## src/rtl/cpu_trace_buffer.sv

```systemverilog
// rtl/cpu_trace_buffer.sv - on-chip circular trace capture of CPU PC/op/ALU with PC trigger and post-trigger depth
module cpu_trace_buffer #(
   parameter int DATA_W = 32,
   parameter int OP_W   = 6,
   parameter int DEPTH  = 16,
   localparam int CNT_W = $clog2(DEPTH) + 1
) (
   input  logic              CLK,
   input  logic              Reset,
   input  logic              arm,
   input  logic              mode,
   input  logic [DATA_W-1:0] trig_pc,
   input  logic [CNT_W-1:0]  post_count,
   input  logic              sample_en,
   input  logic [DATA_W-1:0] curPC,
   input  logic [OP_W-1:0]   op,
   input  logic [DATA_W-1:0] ALUData,
   input  logic              rd_ready,
   output logic              rd_valid,
   output logic [DATA_W-1:0] rd_pc,
   output logic [OP_W-1:0]   rd_op,
   output logic [DATA_W-1:0] rd_alu,
   output logic [CNT_W-1:0]  count,
   output logic [1:0]        state,
   output logic              overflow
);

   localparam int PTR_W = $clog2(DEPTH);
   localparam int ENT_W = 2 * DATA_W + OP_W;

   typedef enum logic [1:0] {
      S_IDLE    = 2'b00,
      S_ARMED   = 2'b01,
      S_CAPTURE = 2'b10,
      S_DONE    = 2'b11
   } state_t;

   state_t            cur_state;
   state_t            nxt_state;
   logic [ENT_W-1:0]  mem [DEPTH];
   logic [PTR_W-1:0]  wr_ptr;
   logic [PTR_W-1:0]  rd_ptr;
   logic [CNT_W-1:0]  post_rem;
   logic [ENT_W-1:0]  rd_entry;
   logic              wr_en;
   logic              pop;
   logic              post_dec;
   logic              full;

   assign state    = cur_state;
   assign full     = (count == CNT_W'(DEPTH));
   assign rd_valid = (cur_state == S_DONE) && (count != '0);
   // Oldest entry sits count slots behind the write pointer; a full buffer wraps onto wr_ptr itself.
   assign rd_ptr   = wr_ptr - count[PTR_W-1:0];
   assign rd_entry = mem[rd_ptr];
   assign rd_pc    = rd_valid ? rd_entry[ENT_W-1 -: DATA_W]       : '0;
   assign rd_op    = rd_valid ? rd_entry[DATA_W +: OP_W]          : '0;
   assign rd_alu   = rd_valid ? rd_entry[DATA_W-1:0]              : '0;

   // Next-state and per-cycle write/pop/decrement strobes; arm overrides everything.
   always_comb begin
      nxt_state = cur_state;
      wr_en     = 1'b0;
      pop       = 1'b0;
      post_dec  = 1'b0;
      if (arm) begin
         nxt_state = S_ARMED;
      end else begin
         case (cur_state)
            S_ARMED: begin
               if (sample_en) begin
                  wr_en = 1'b1;
                  if (!mode || (curPC == trig_pc))
                     nxt_state = (post_rem == '0) ? S_DONE : S_CAPTURE;
               end
            end
            S_CAPTURE: begin
               if (sample_en) begin
                  wr_en    = 1'b1;
                  post_dec = 1'b1;
                  if (post_rem == CNT_W'(1))
                     nxt_state = S_DONE;
               end
            end
            S_DONE: begin
               pop = rd_valid && rd_ready;
            end
            default: ;
         endcase
      end
   end

   // State register.
   always_ff @(posedge CLK or negedge Reset) begin
      if (!Reset)
         cur_state <= S_IDLE;
      else
         cur_state <= nxt_state;
   end

   // Pointer, occupancy, overflow and post-trigger bookkeeping.
   always_ff @(posedge CLK or negedge Reset) begin
      if (!Reset) begin
         wr_ptr   <= '0;
         count    <= '0;
         overflow <= 1'b0;
         post_rem <= '0;
      end else if (arm) begin
         wr_ptr   <= '0;
         count    <= '0;
         overflow <= 1'b0;
         post_rem <= post_count;
      end else begin
         if (wr_en) begin
            wr_ptr <= wr_ptr + PTR_W'(1);
            if (full)
               overflow <= 1'b1;
            else
               count <= count + CNT_W'(1);
         end else if (pop) begin
            count <= count - CNT_W'(1);
         end
         if (post_dec)
            post_rem <= post_rem - CNT_W'(1);
      end
   end

   // Sample storage; contents are don't-care after reset so no reset is applied.
   always_ff @(posedge CLK) begin
      if (wr_en)
         mem[wr_ptr] <= {curPC, op, ALUData};
   end

endmodule

```

## config.mk

```make
export PLATFORM = sky130hd
export DESIGN_NAME = cpu_trace_buffer
export DESIGN_NICKNAME = d
export VERILOG_FILES = /design/src/rtl/cpu_trace_buffer.sv
export SDC_FILE = /design/constraint.sdc
export NUM_CORES = 1
export LEC_CHECK = 0
export ABC_AREA = 1
export BUFFER_PORTS_ARGS = -buffer_cell sky130_fd_sc_hd__buf_2
export CORE_MARGIN = 10
export CORE_UTILIZATION = 34
export CTS_BUF_LIST = sky130_fd_sc_hd__clkbuf_16
export CTS_CLUSTER_SIZE = 8
export DETAILED_ROUTE_END_ITERATION = 8
export SLEW_MARGIN = 20
export SYNTH_ARGS = -nofsm -noshare
export SYNTH_HDL_FRONTEND = slang
export SYNTH_SLANG_ARGS = --single-unit
```

## constraint.sdc

```tcl
create_clock -name CLK -period 10 [get_ports CLK]
set_clock_uncertainty 0.15 [all_clocks]
set_input_delay 0.5 -clock CLK [delete_from_list [all_inputs] [get_ports CLK]]
set_output_delay 0.5 -clock CLK [all_outputs]
set_load 0.005 [all_outputs]
```

**Word level (Yosys, flattened, before mapping)**

Memories as Yosys holds them, arrays and structs flattened.
Index checks and enable logic that the tools add are counted.

- $add $sub $neg: 5
- Eq/ne operators: 11
- Mux-type cells: 30
- Reduce and logical (&&, ||, !) cells: 15

Operators with widths:

| kind | number |
|---|---|
| two-way mux 32 bit | 2 |
| == test 32 bit | 1 |
| two-way mux 5 bit | 6 |
| inequality test 3 bit, second input constant | 5 |
| two-way mux 1 bit | 13 |
| two-way mux 2 bit | 5 |
| subtractor 5 x 1 -> 5 bit, second input constant | 2 |
| two-way mux 4 bit | 2 |
| two-way mux 6 bit | 1 |
| nonzero test 2 bit | 3 |
| nonzero test 3 bit | 2 |
| adder 5 x 1 -> 5 bit, second input constant | 1 |
| == test 5 x 1 -> 1 bit, second input constant | 1 |
| == test 5 bit, second input constant | 1 |
| zero test 5 bit | 1 |
| AND reduction 5 bit | 1 |
| nonzero test 5 bit | 1 |
| adder 4 x 1 -> 4 bit, second input constant | 1 |
| == test 2 bit, second input constant | 2 |
| case mux 2 bit (2 select lines) | 1 |
| AND reduction 2 bit | 2 |
| subtractor 4 bit | 1 |
| == test 2 x 1 -> 1 bit, second input constant | 1 |
| logical AND 1 bit | 2 |
| other kinds (3) | 3 |

- Flip-flop bits (word level): 17
- Memory bits (writable): 1,120
- Input port bits: 113
- Output and inout port bits: 79
- Memories: 1

Memory list:

| name | words | bits a word | rd ports | clocked after memory_dff | write ports | RTL line | RTL |
|---|---|---|---|---|---|---|---|
| mem | 16 | 70 | 1 | 0 | 1 | 40 | `logic [ENT_W-1:0] mem [DEPTH];` |

**Depth between registers and ports, before layout**

- Depth in word-level cells: 8
- Depth in mapped cells: 14
- Gate-level depth less buffers: 14

**Worst setup path after synthesis**

Ideal clock, no wire load.

- Kind: reg2reg
- From: reg cur_state[0], in the netlist state[0]
- To: mem mem[1][0] (netlist bit) (enable)
- Library setup time: 584 ps
- Arrival time: 6,094 ps
- Required time: 9,266 ps
- Path slack: 3,171 ps
- Cell stages (with the launch flop): 7
- Buffers on the path: 1
- Period minus slack after synthesis: 6,829 ps
- Cell sequence: dfrtp_1 > inv_1 > ha_1 > nor2_1 > nand2_1 > clkbuf_1 > nor3_1

- Word-level cells in the longest chain between the ends: 6
- Elaborated cells between the ends (all ways): 7
- Classes of those cells: eq/ne: 2; mux: 4; reduce/logical: 1

Ends and longest elaborated chain:

| element | RTL line | RTL |
|---|---|---|
| from (decl) | 38 | `state_t cur_state;` |
| from (signal assigned) | 98 | `cur_state <= nxt_state;` |
| == test 2 bit / == test 2 x 1 -> 1 bit (equally long branches) | 69 | `case (cur_state)` |
| OR reduction 2 bit (no line) (*) | -- |  |
| two-way mux 1 bit (*) | -- |  |
| two-way mux 1 bit (*) | 66 | `if (arm) begin` |
| two-way mux 1 bit (*) | 130 | `if (wr_en)` |
| two-way mux 1 bit (implied by the code) (*) | 131 | `mem[wr_ptr] <= {curPC, op, ALUData};` |
| to (decl) | 40 |  |

Mark *: on every way between the ends. The rest lies on a longest branch, timed or not.

**Final worst setup path**

- From: reg wr_ptr[0]
- To: out rd_pc[19]

- Word-level cells in the longest chain between the ends: 3

Ends and longest elaborated chain:

| element | RTL line | RTL |
|---|---|---|
| from (decl) | 41 | `logic [PTR_W-1:0] wr_ptr;` |
| from (signal assigned) | 115 | `wr_ptr <= wr_ptr + PTR_W'(1);` |
| subtractor 4 bit | 54 | `assign rd_ptr = wr_ptr - count[PTR_W-1:0];` |
| memory read (16 x 70 bit) | -- |  |
| two-way mux 32 bit | 56 | `assign rd_pc = rd_valid ? rd_entry[ENT_W-1 -: DATA_W] : '0;` |
| to (decl) | 20 | `output logic [DATA_W-1:0] rd_pc,` |

Every way passes these cells.

==> impl_metrics.ini <==
[flow_run]
drv_cap = 0

[timing]
relSlewSlack_pct = 23.9
post-route-period-util_pct = 59.6
finalSetupViolations = 0
worstMarginPinSlew_ns = 1.14
min_period_ns = 5.96
rsz0062_at_grt = no
drv_slew = 0
max_clock_freq_mhz = 168
setup_tns_ns = 0
final_hold_viol_count = 0

[floorplanning]
initial_core_util_pct = 34.3
die_w_um = 390
die_h_um = 390
dieArea_um2 = 152000
rows = 135
io_pins = 192
fp.coreArea_um2 = 136000

[worst_setup_path]
worstSetupStartpoint = wr_ptr[0]
cp_cell_sequence = inv_1 -> ha_4 -> inv_1 -> fa_1 -> xnor2_4 -> buf_12 -> inv_6 -> buf_4 -> nand3_1 -> nand2_1 -> o21ai_1 -> a31oi_1 -> buf_2
arrival_ns = 5.31
endpoint_kind = output port
slowest_stage = inv_6
rr_startpoint = state[0]
cp_top_family = buffers and inverters
cp_common_cell = inv_1
crit_fanout = 141
worst-setup-path-type = flop to output port
cp_slowest_stage_delay_ns = 0.84
critPathRequiredTime_ns = 9.35
path_buf_inv = 6
startpoint_type = flop

[global_route]
grt_use_total_pct = 15.1
grt_max_degree = 200
antenna_found_initial = 9
grt_pass1_wl_mm = 175
grt_overflow = 0
grt_pass1_vias = 27486

[cts]
cts_resized = 0
clk_latency_ns = 0.76
htree_levels = 4
cts_sinks = 1137
cts-root-buf = clkbuf_16
clockBufferDepth = 3
cts_tree = yes
numCtsBuffers = 160
clkTransAtPathRegs_ns = 0.05

[yosys]
yosysTopAreaCell = edfxtp_1
synth_cell_types = 27
seq_area_frac_synth_pct = 73.1
netlist_instances = 3484
syn_area_per_cell_um2 = 13.4
synth_area_um2 = 46600
yosys_warnings = 0
synth_top_area_share_pct = 72.1
yosys_register_bits = 1137
synth_area_leaders = edfxtp_1, mux2i_1, nand2_1, nand3_1, a21oi_1
synth_nets = 3616

[worst_hold_path]
worstHoldPathType = input port to flop
hp-start = curPC[22]

[cells_and_area]
nNetsFinal = 3892
areaGrowthSynthToFinish_pct = 16.7
fillers = 12549
postLayoutCoreUtil_pct = 40.0
drive_gt1_share_pct = 11.5
final_cell_mix = edfxtp_1, nand2_1, inv_1
final_common_cell = edfxtp_1

[drt]
drc_errors = 0
first_iter_violations = 2322
vias = 27938
firstDrtPassIters = 5
vias_per_cell = 5.02
final_antenna_net_count = 0
wire_per_inst_um = 21.1
routed_wl_mm = 117

[power]
p_per_area_nw_per_um2 = 326
irDropWorstVdd_uv = 689
p_leak_nw = 20.3

[placed_design]
dp_hpwl_mm = 57.9
io_buffer_count = 191
gp_routability_congestion = 0.722

[outcome]
status = finished clean
-- area by class of cell --
cell class                 instances  area, um^2  share of cell area, %
sequential                      1137       34100                   62.6
antenna                            1        2.50                0.00460
tap                             1781        2230                   4.10
clock inverter                    24         198                  0.363
inverter                         321        1220                   2.24
multi-input combinational       1816       10500                   19.2
clock buffer                     160        4000                   7.36
timing repair buffer             324        2220                   4.09
-- cells in the mapped netlist, drive strengths merged --
library cell / instances
o21ai: 364
o22ai: 3
xnor2: 30
inv: 321
a31oi: 71
buf: 122
ha: 17
nand4: 2
dfrtp: 17
a21oi: 286
nand3: 289
mux2i: 280
nor3: 8
xor2: 4
edfxtp: 1120
nand2: 430
o211ai: 3
nor2: 27
fa: 2
clkbuf: 88
-- flip-flops by register name (all words and copies together), names as in the netlist --
name / cells
post_rem: 5
mem: 1120
count: 5
state: 2
wr_ptr: 4
overflow: 1
-- power by group --
part | leakage, nW | switching [W] | internal (W)
clock | 2.09 | 0.00187 | 0.00281
sequential | 10.3 | 0.0000488 | 0.00537
combinational | 7.94 | 0.00518 | 0.00245
-- kinds of logic (layout without fill, tap and decap cells) --
group	count (synthesis)	in the layout	synth area share (%)
AND/OR/NAND/NOR	756	756	6.89
AO/OA/AOI/OAI	727	727	8.02
XOR/XNOR	34	34	0.655
adder cells (fa/ha/maj)	19	19	0.542
flip-flops	1137	1137	73.1
buffers and inverters	531	829	4.82
other	0	1	0
multiplexers	280	280	6.01
-- worst register-to-register path, delay by kind of cell, from the launching register on --
family	cells	cell delay [ns]
fa+ha+maj	1	0.28
buf+inv	3	1.36
flops	1	0.44
simple gates	4	1.84
-- through the flow --
step	power, W	setup WS, ns	cell area (um^2)	instances	hold slack (ns)
3_5_place_dp	0.0132	4.79	49300	5295	0.314
2_1_floorplan	0.0112	3.17	46600	3484	0.0544
6_report	0.0177	4.04	54400	5564	0.0443
4_1_cts	0.0179	3.94	54400	5563	0.00343
3_3_place_gp	0.0131	4.79	49300	5295	0.309
5_1_grt	0.0189	3.69	54400	5564	0.0267
-- final timing paths --
kind / endpoint / slack [ns] / depth (start not counted)
setup / recovery: rd_pc[19] / 4.04 / 13
hold / removal: mem[9][60] / 0.04 / 1
setup reg to reg: mem[6][0] / 5.51 / 8
hold reg to reg: overflow / 0.36 / 2
max in group asynchronous: overflow / 8.83 / 3
min in group asynchronous: post_rem[2] / 0.06 / 2
-- timing repair --
action / CTS / global route
hold endpoints to repair: 1050 / 0
hold buffers: 84 / 0
buffers inserted: 0 / 0
endpoints found under the setup margin: 0 / 0
-- metal layers --
metal | GRT usage (%) | share of wire [%]
met5 | 0 | 0.036
met3 | 3.38 | 5.6
met2 | 24.1 | 47
met4 | 4.51 | 2.3
met1 | 20.4 | 45
Note: power is estimated with default switching activity, not from simulation.
